## src/rtl/mips_controller_pkg.sv

```systemverilog
// Shared encodings for the multicycle MIPS controller: FSM states, opcodes,
// R-type function codes, ALU control codes and the ALU-op selector.
package mips_controller_pkg;

  typedef enum logic [3:0] {
    S_FETCH1  = 4'd0,
    S_FETCH2  = 4'd1,
    S_FETCH3  = 4'd2,
    S_FETCH4  = 4'd3,
    S_DECODE  = 4'd4,
    S_MEMADR  = 4'd5,
    S_LBRD    = 4'd6,
    S_LBWR    = 4'd7,
    S_SBWR    = 4'd8,
    S_RTYPEEX = 4'd9,
    S_RTYPEWR = 4'd10,
    S_BEQEX   = 4'd11,
    S_JEX     = 4'd12,
    S_ADDIEX  = 4'd13,
    S_ADDIWR  = 4'd14
  } state_t;

  localparam logic [5:0] OP_LB    = 6'b100000;
  localparam logic [5:0] OP_SB    = 6'b101000;
  localparam logic [5:0] OP_RTYPE = 6'b000000;
  localparam logic [5:0] OP_BEQ   = 6'b000100;
  localparam logic [5:0] OP_J     = 6'b000010;
  localparam logic [5:0] OP_ADDI  = 6'b001000;

  localparam logic [5:0] FUNCT_ADD = 6'b100000;
  localparam logic [5:0] FUNCT_SUB = 6'b100010;
  localparam logic [5:0] FUNCT_AND = 6'b100100;
  localparam logic [5:0] FUNCT_OR  = 6'b100101;
  localparam logic [5:0] FUNCT_SLT = 6'b101010;

  localparam logic [2:0] ALU_ADD = 3'b010;
  localparam logic [2:0] ALU_SUB = 3'b110;
  localparam logic [2:0] ALU_AND = 3'b000;
  localparam logic [2:0] ALU_OR  = 3'b001;
  localparam logic [2:0] ALU_SLT = 3'b111;

  localparam logic [1:0] ALUOP_ADD   = 2'b00;
  localparam logic [1:0] ALUOP_SUB   = 2'b01;
  localparam logic [1:0] ALUOP_FUNCT = 2'b10;

endpackage

```

## src/rtl/mips_controller_alu_decoder.sv

```systemverilog
// Maps the controller's ALU-op selector and the R-type funct field to the
// 3-bit ALU control code; unknown functs fall back to add.
module alu_decoder
  import mips_controller_pkg::*;
(
  input  logic [1:0] aluop,
  input  logic [5:0] funct,
  output logic [2:0] alucont
);

  always_comb begin
    alucont = ALU_ADD;
    case (aluop)
      ALUOP_ADD: alucont = ALU_ADD;
      ALUOP_SUB: alucont = ALU_SUB;
      ALUOP_FUNCT: begin
        case (funct)
          FUNCT_ADD: alucont = ALU_ADD;
          FUNCT_SUB: alucont = ALU_SUB;
          FUNCT_AND: alucont = ALU_AND;
          FUNCT_OR:  alucont = ALU_OR;
          FUNCT_SLT: alucont = ALU_SLT;
          default:   alucont = ALU_ADD;
        endcase
      end
      default: alucont = ALU_ADD;
    endcase
  end

endmodule

```

## src/rtl/mips_controller.sv

```systemverilog
// Multicycle MIPS control unit: Moore FSM whose state register is the only
// storage; every datapath control is decoded combinationally from state and zero.
module mips_controller
  import mips_controller_pkg::*;
(
  input  logic       clk,
  input  logic       reset,
  input  logic [5:0] op,
  input  logic [5:0] funct,
  input  logic       zero,
  output logic       pcen,
  output logic       iord,
  output logic       memwrite,
  output logic       regdst,
  output logic       memtoreg,
  output logic       regwrite,
  output logic       alusrca,
  output logic [3:0] irwrite,
  output logic [1:0] alusrcb,
  output logic [2:0] alucont,
  output logic [1:0] pcsource
);

  state_t     r_state;
  state_t     w_next;
  state_t     w_state;
  logic       w_pcwrite;
  logic       w_branch;
  logic       w_memwrite;
  logic       w_regwrite;
  logic [3:0] w_irwrite;
  logic [1:0] w_aluop;

  always_ff @(posedge clk) begin
    if (reset) r_state <= S_FETCH1;
    else       r_state <= w_next;
  end

  always_comb begin
    w_next = S_FETCH1;
    case (r_state)
      S_FETCH1: w_next = S_FETCH2;
      S_FETCH2: w_next = S_FETCH3;
      S_FETCH3: w_next = S_FETCH4;
      S_FETCH4: w_next = S_DECODE;
      S_DECODE: begin
        case (op)
          OP_LB, OP_SB: w_next = S_MEMADR;
          OP_RTYPE:     w_next = S_RTYPEEX;
          OP_BEQ:       w_next = S_BEQEX;
          OP_J:         w_next = S_JEX;
          OP_ADDI:      w_next = S_ADDIEX;
          default:      w_next = S_FETCH1;
        endcase
      end
      S_MEMADR:  w_next = (op == OP_LB) ? S_LBRD : S_SBWR;
      S_LBRD:    w_next = S_LBWR;
      S_RTYPEEX: w_next = S_RTYPEWR;
      S_ADDIEX:  w_next = S_ADDIWR;
      default:   w_next = S_FETCH1;
    endcase
  end

  // While reset is held the outputs show FETCH1, independent of the stale state.
  assign w_state = reset ? S_FETCH1 : r_state;

  always_comb begin
    w_pcwrite  = 1'b0;
    w_branch   = 1'b0;
    w_memwrite = 1'b0;
    w_regwrite = 1'b0;
    w_irwrite  = '0;
    w_aluop    = ALUOP_ADD;
    iord       = 1'b0;
    regdst     = 1'b0;
    memtoreg   = 1'b0;
    alusrca    = 1'b0;
    alusrcb    = 2'b00;
    pcsource   = 2'b00;
    case (w_state)
      S_FETCH1, S_FETCH2, S_FETCH3, S_FETCH4: begin
        w_irwrite = 4'b0001 << w_state[1:0];
        alusrcb   = 2'b01;
        w_pcwrite = 1'b1;
      end
      S_DECODE: alusrcb = 2'b11;
      S_MEMADR: begin
        alusrca = 1'b1;
        alusrcb = 2'b10;
      end
      S_LBRD: begin
        alusrca = 1'b1;
        alusrcb = 2'b10;
        iord    = 1'b1;
      end
      S_SBWR: begin
        alusrca    = 1'b1;
        alusrcb    = 2'b10;
        iord       = 1'b1;
        w_memwrite = 1'b1;
      end
      S_LBWR: begin
        w_regwrite = 1'b1;
        memtoreg   = 1'b1;
      end
      S_RTYPEEX: begin
        alusrca = 1'b1;
        w_aluop = ALUOP_FUNCT;
      end
      S_RTYPEWR: begin
        alusrca    = 1'b1;
        w_aluop    = ALUOP_FUNCT;
        w_regwrite = 1'b1;
        regdst     = 1'b1;
      end
      S_ADDIEX: begin
        alusrca = 1'b1;
        alusrcb = 2'b10;
      end
      S_ADDIWR: begin
        alusrca    = 1'b1;
        alusrcb    = 2'b10;
        w_regwrite = 1'b1;
      end
      S_BEQEX: begin
        alusrca  = 1'b1;
        w_aluop  = ALUOP_SUB;
        pcsource = 2'b01;
        w_branch = 1'b1;
      end
      S_JEX: begin
        pcsource  = 2'b10;
        w_pcwrite = 1'b1;
      end
      default: ;
    endcase
  end

  assign pcen     = (w_pcwrite | (w_branch & zero)) & ~reset;
  assign memwrite = w_memwrite & ~reset;
  assign regwrite = w_regwrite & ~reset;
  assign irwrite  = reset ? 4'b0000 : w_irwrite;

  alu_decoder u_alu_decoder (
    .aluop   (w_aluop),
    .funct   (funct),
    .alucont (alucont)
  );

endmodule

```

## config.mk

```make
export PLATFORM = sky130hd
export DESIGN_NAME = mips_controller
export DESIGN_NICKNAME = d
export VERILOG_FILES = /design/src/rtl/mips_controller_pkg.sv /design/src/rtl/mips_controller_alu_decoder.sv /design/src/rtl/mips_controller.sv
export SDC_FILE = /design/constraint.sdc
export NUM_CORES = 1
export LEC_CHECK = 0
export BUFFER_PORTS_ARGS = -buffer_cell sky130_fd_sc_hd__buf_2
export CAP_MARGIN = 20
export CORE_MARGIN = 4
export CORE_UTILIZATION = 25
export CTS_BUF_LIST = sky130_fd_sc_hd__clkbuf_2 sky130_fd_sc_hd__clkbuf_4 sky130_fd_sc_hd__clkbuf_8
export DETAILED_ROUTE_END_ITERATION = 16
export PLACE_DENSITY = 0.47
export REMOVE_ABC_BUFFERS = 1
export SYNTH_ARGS = -nofsm -noshare
export SYNTH_HDL_FRONTEND = slang
export SYNTH_HIERARCHICAL = 1
export SYNTH_SLANG_ARGS = --single-unit
export TNS_END_PERCENT = 50
```

## constraint.sdc

```tcl
create_clock -name clk -period 2.35 [get_ports clk]
set_clock_uncertainty 0.05 [all_clocks]
set_input_delay 0 -clock clk [delete_from_list [all_inputs] [get_ports clk]]
set_output_delay 0 -clock clk [all_outputs]
set_load 0.05 [all_outputs]
```

# Word-level counts from Yosys, hierarchy flattened
# Cells that the tools add are included.
# op_classes
n_eq_ne	33
shifts	1
mux	19
bitwise_logic	6
n_reduce_logical	11
# ops
operator	n
equality test 4 bit, second input constant	9
equality test 6 bit, second input constant	6
case mux 4 bit (9 select lines)	1
equality test 4 x 3 -> 1 bit, second input constant	7
case mux 4 bit (5 select lines)	1
equality test 4 x 2 -> 1 bit, second input constant	4
two-way mux 4 bit	4
case mux 3 bit (4 select lines)	1
OR reduction 5 bit	2
equality test 4 x 1 -> 1 bit, second input constant	2
logical NOT 4 bit	2
two-way mux 1 bit	8
case mux 2 bit (2 select lines)	2
OR reduction 8 bit	1
equality test 6 x 2 -> 1 bit, second input constant	1
equality test 6 x 3 -> 1 bit, second input constant	1
equality test 6 x 4 -> 1 bit, second input constant	1
logical NOT 6 bit	1
case mux 2 bit (3 select lines)	1
case mux 3 bit (2 select lines)	1
OR reduction 2 bit	3
AND 1 bit	4
OR reduction 4 bit	1
left shift 1 x 2 -> 4 bit, first input constant	1
5 further kinds	5
# totals
ff_bits	4
elab_cells	71

# Depth between registers and ports, before layout
# depth
depth_word	6
depth_mapped	8

# Hierarchy
# The synthesis kept the hierarchy.
# modules_own_cells
module	n_inst	cells_per_inst	area_per_inst_um2	seq_area_each_um2
mips_controller	1	85	528.0	80.1
alu_decoder	1	15	118.9	0.0

# Least setup slack after synthesis
# OpenSTA, ideal clock, no wires.
# synth_path
kind	flip-flop to output port
from	register r_state[3]
to	output alucont[2]
t_arrival_ps	2316
t_required_ps	2300
setup_slack_ps	-16
path_stages_with_launch	9
n_path_buf	2
path_cell_list	dfxtp_1 -> buf_2 -> buf_2 -> nand2_1 -> nor2_1 -> inv_1 -> ha_1 -> nand4bb_1 -> o22ai_1
# synth_between
elab_chain_cells	6
word_cells_on_any_way	9
classes_between	5 x eq/ne; 3 x mux; 1 x reduce/logical
# synth_rtl
item	line	source
from (decl)	mips_controller.sv:24	state_t r_state;
from (signal assigned)	mips_controller.sv:36	else r_state <= w_next;
two-way mux 4 bit (*)	mips_controller.sv:65	assign w_state = reset ? S_FETCH1 : r_state;
equality test 4 bit	mips_controller.sv:80	case (w_state)
OR reduction 2 bit (no line)	n/a	
case mux 2 bit (2 select lines) (*)	mips_controller.sv:80	
net w_aluop[0]	mips_controller.sv:32	logic [1:0] w_aluop;
equality test 2 bit or equality test 2 x 1 -> 1 bit (tied branches)	mips_controller_alu_decoder.sv:13	case (aluop)
case mux 3 bit (2 select lines) (*)	mips_controller_alu_decoder.sv:13	
to (decl)	mips_controller.sv:20	output logic [2:0] alucont,
# Mark *: on every way through the listed nets, which the timed path passes. The rest lies on a longest branch.

# Final worst setup path
# layout_path
from	register r_state[0]
to	output alucont[2]
# The elaborated chain is that of the path after synthesis.

==> results_dict.tcl <==
set metrics [dict create \
    cts_buffers 3 \
    fin_crit_sh_pct 88.5 \
    syn_to_final_growth_pct 31.3 \
    largest_reg_flops 4 \
    die_x_um 58.9 \
    gp_congestion 0.765 \
    ys_seq_elements 4 \
    dpl-instance-area_um2 827 \
    antenna_cells 0 \
    maxCapViolCount 0 \
    final_layout_size_suffix_gt1_share_pct 32.8 \
    initial_core_util_pct 26.1 \
    min_path_type "input pin to flip-flop" \
    cts_tree "built" \
    setup_viol_count_final 0 \
    dieArea_mm2 0.00347 \
    drv_slew 0 \
    fmax_mhz 481 \
    relSlewSlack_pct 81.6 \
    nFillCells 310 \
    crit_slowest_cell "dfxtp_1" \
    clk_pin_slew_ns 0.04 \
    rows 18 \
    synth_area_per_cell_um2 6.47 \
    hold_buffers 0 \
    top_regs "r_state x4" \
    wl_mm 1.94 \
    cp-start-kind "flip-flop" \
    synthDistinctLibCells 33 \
    clockRootBuffer "clkbuf_4" \
    port_buffers 32 \
    fin_crit_ns 2.08 \
    synth_edf_count 0 \
    cp_slowest_stage_delay_ns 0.35 \
    status "finished, final reports clean" \
    synthTopCellsByCount "nor2_1, a21oi_1, nor3_1" \
    worstSkewPairLatency_ns 0.23 \
    seq_area_frac_synth_pct 12.4 \
    worst_slack_ns 0.271 \
    cts_resized 0 \
    io_pins 33 \
    cts.htree.levels 1 \
    grt_use_total_pct 12.1 \
    tightest_slew_ns 0.272 \
    regMostFlops "r_state" \
    critical_path.cell_chain "buf_4 -> xnor2_1 -> nor2_1 -> ha_1 -> nand4bb_1 -> o22ai_1 -> buf_2" \
    remaining_drc_errors 0 \
    synth_compound_area_share_pct 26.3 \
    crit_arrival_ns 2.03 \
    synth_top_area_share_pct 12.4 \
    synth_area_um2 647 \
    syn_inst 100 \
    cts_max_path_buffers 2 \
    rsz0062_at_grt "no" \
    die_h_um 58.9 \
    power_density_mw_per_mm2 330 \
    yosysTopAreaCell "dfxtp_1" \
    crit_buf_inv 2 \
    irDropWorstVdd_uv 167 \
    fin_util_pct 34.3 \
    end_kind "output port" \
    yosys-top-cells-area "dfxtp_1, nor2_1, a21oi_1" \
    design_area_um2 850 \
    first_pass_iters 4 \
    crit_path_max_fanout 15 \
    synth_fa_ha_area_share_pct 3.87 \
    ys_warn_count 6 \
    grt_pass1_vias 796 \
    grt_overflow 0 \
    grt_max_degree 21 \
    crit_family "buffers and inverters" \
    synth.area.mux_share_pct 1.55 \
    vias 824 \
    wl_per_cell_um 12.0 \
    drtIter0Drc 18 \
    crit_required_ns 2.30 \
    synth_simple_gate_area_share_pct 43.7 \
    postCtsSetupRepairBufs 0 \
    nets 150 \
    grt_pass1_wl_mm 3.37 \
    via_per_inst 5.12 \
    async_flop_share_pct 0 \
    dp_hpwl_mm 1.49 \
    ys.flop_type "dfxtp_1" \
    clock-sinks 4 \
    dpl_worst_slack_ns 0.528 \
    synthXorXnorAreaFrac_pct 1.35 \
    leakage_nw 0.352 \
    crit_type "flip-flop to output port" \
    synth.most_common_cell "nor2_1" \
    core_area_mm2 0.00248 \
    antenna_left 0 \
    antenna_found_initial 0 \
    synth_top_family_by_area "simple AND/OR/NAND/NOR gates" \
    final-hold-violation-count 0 \
]
metrics by stage:
step / total power [W] / std cells / setup TNS (ns) / hold WS, ns
floorplan: 0.000150 / 92 / -1.90 / 0.0124
global placement: 0.000196 / 158 / 0 / 0.300
finish: 0.000281 / 161 / 0 / 0.0544
detailed placement: 0.000196 / 158 / 0 / 0.297
global route: 0.000301 / 161 / 0 / 0.0698
CTS: 0.000282 / 161 / 0 / 0.0568
final timing paths:
check	startpoint	endpoint	slack, ns	cells past startpoint
setup reg to reg	r_state[2]$_SDFF_PP0_	r_state[3]$_SDFF_PP0_	0.98	5
setup / recovery	r_state[0]$_SDFF_PP0_	alucont[2]	0.27	7
hold reg to reg	r_state[1]$_SDFF_PP0_	r_state[3]$_SDFF_PP0_	0.59	2
hold / removal	reset	r_state[1]$_SDFF_PP0_	0.05	2
layout make-up:
cell class,count,area (µm²),share of cell area (%)
inverter,6,22.5,2.65
multi-input combinational,82,497,58.5
timing repair buffer,36,190,22.4
clock buffer,3,22.5,2.65
sequential,4,80.1,9.43
tap,30,37.5,4.42
report_power, final:
part / switching (W) / leakage (nW) / total [W] / internal [W]
registers: 0.00000229 / 0.0328 / 0.0000744 / 0.0000721
clock network: 0.0000290 / 0.0138 / 0.0000862 / 0.0000572
logic: 0.0000803 / 0.306 / 0.000120 / 0.0000398
total: 0.000112 / 0.352 / 0.000281 / 0.000169
metal layers:
metal	global-route usage (%)	vias up	part of all wire [%]
met1	15.3	371	47
li1	-	430	-
met4	5.18	0	1.2
met5	0	-	0
met2	20.7	21	46
met3	1.32	2	5.2
logic make-up after synthesis:
logic type,count (synthesis)
buffers and inverters,14
XOR/XNOR,1
multiplexers,1
adder cells (fa/ha/maj),2
AND/OR/NAND/NOR,51
AO/OA/AOI/OAI,27
flip-flops,4
cells in the final DEF, fill, tap and decap left out, types with 2 or more instances in the layout:
cell type	n
nand3_1	2
nor2_1	18
clkbuf_4	3
a21oi_1	9
a211oi_1	2
buf_4	4
buf_2	32
nor3_1	9
nor4_1	4
ha_1	2
or3_1	4
o21ai_0	3
dfxtp_1	4
nand4bb_1	2
a31oi_1	6
inv_1	6
nand2_1	6
Power figures use the tool's default switching activity.
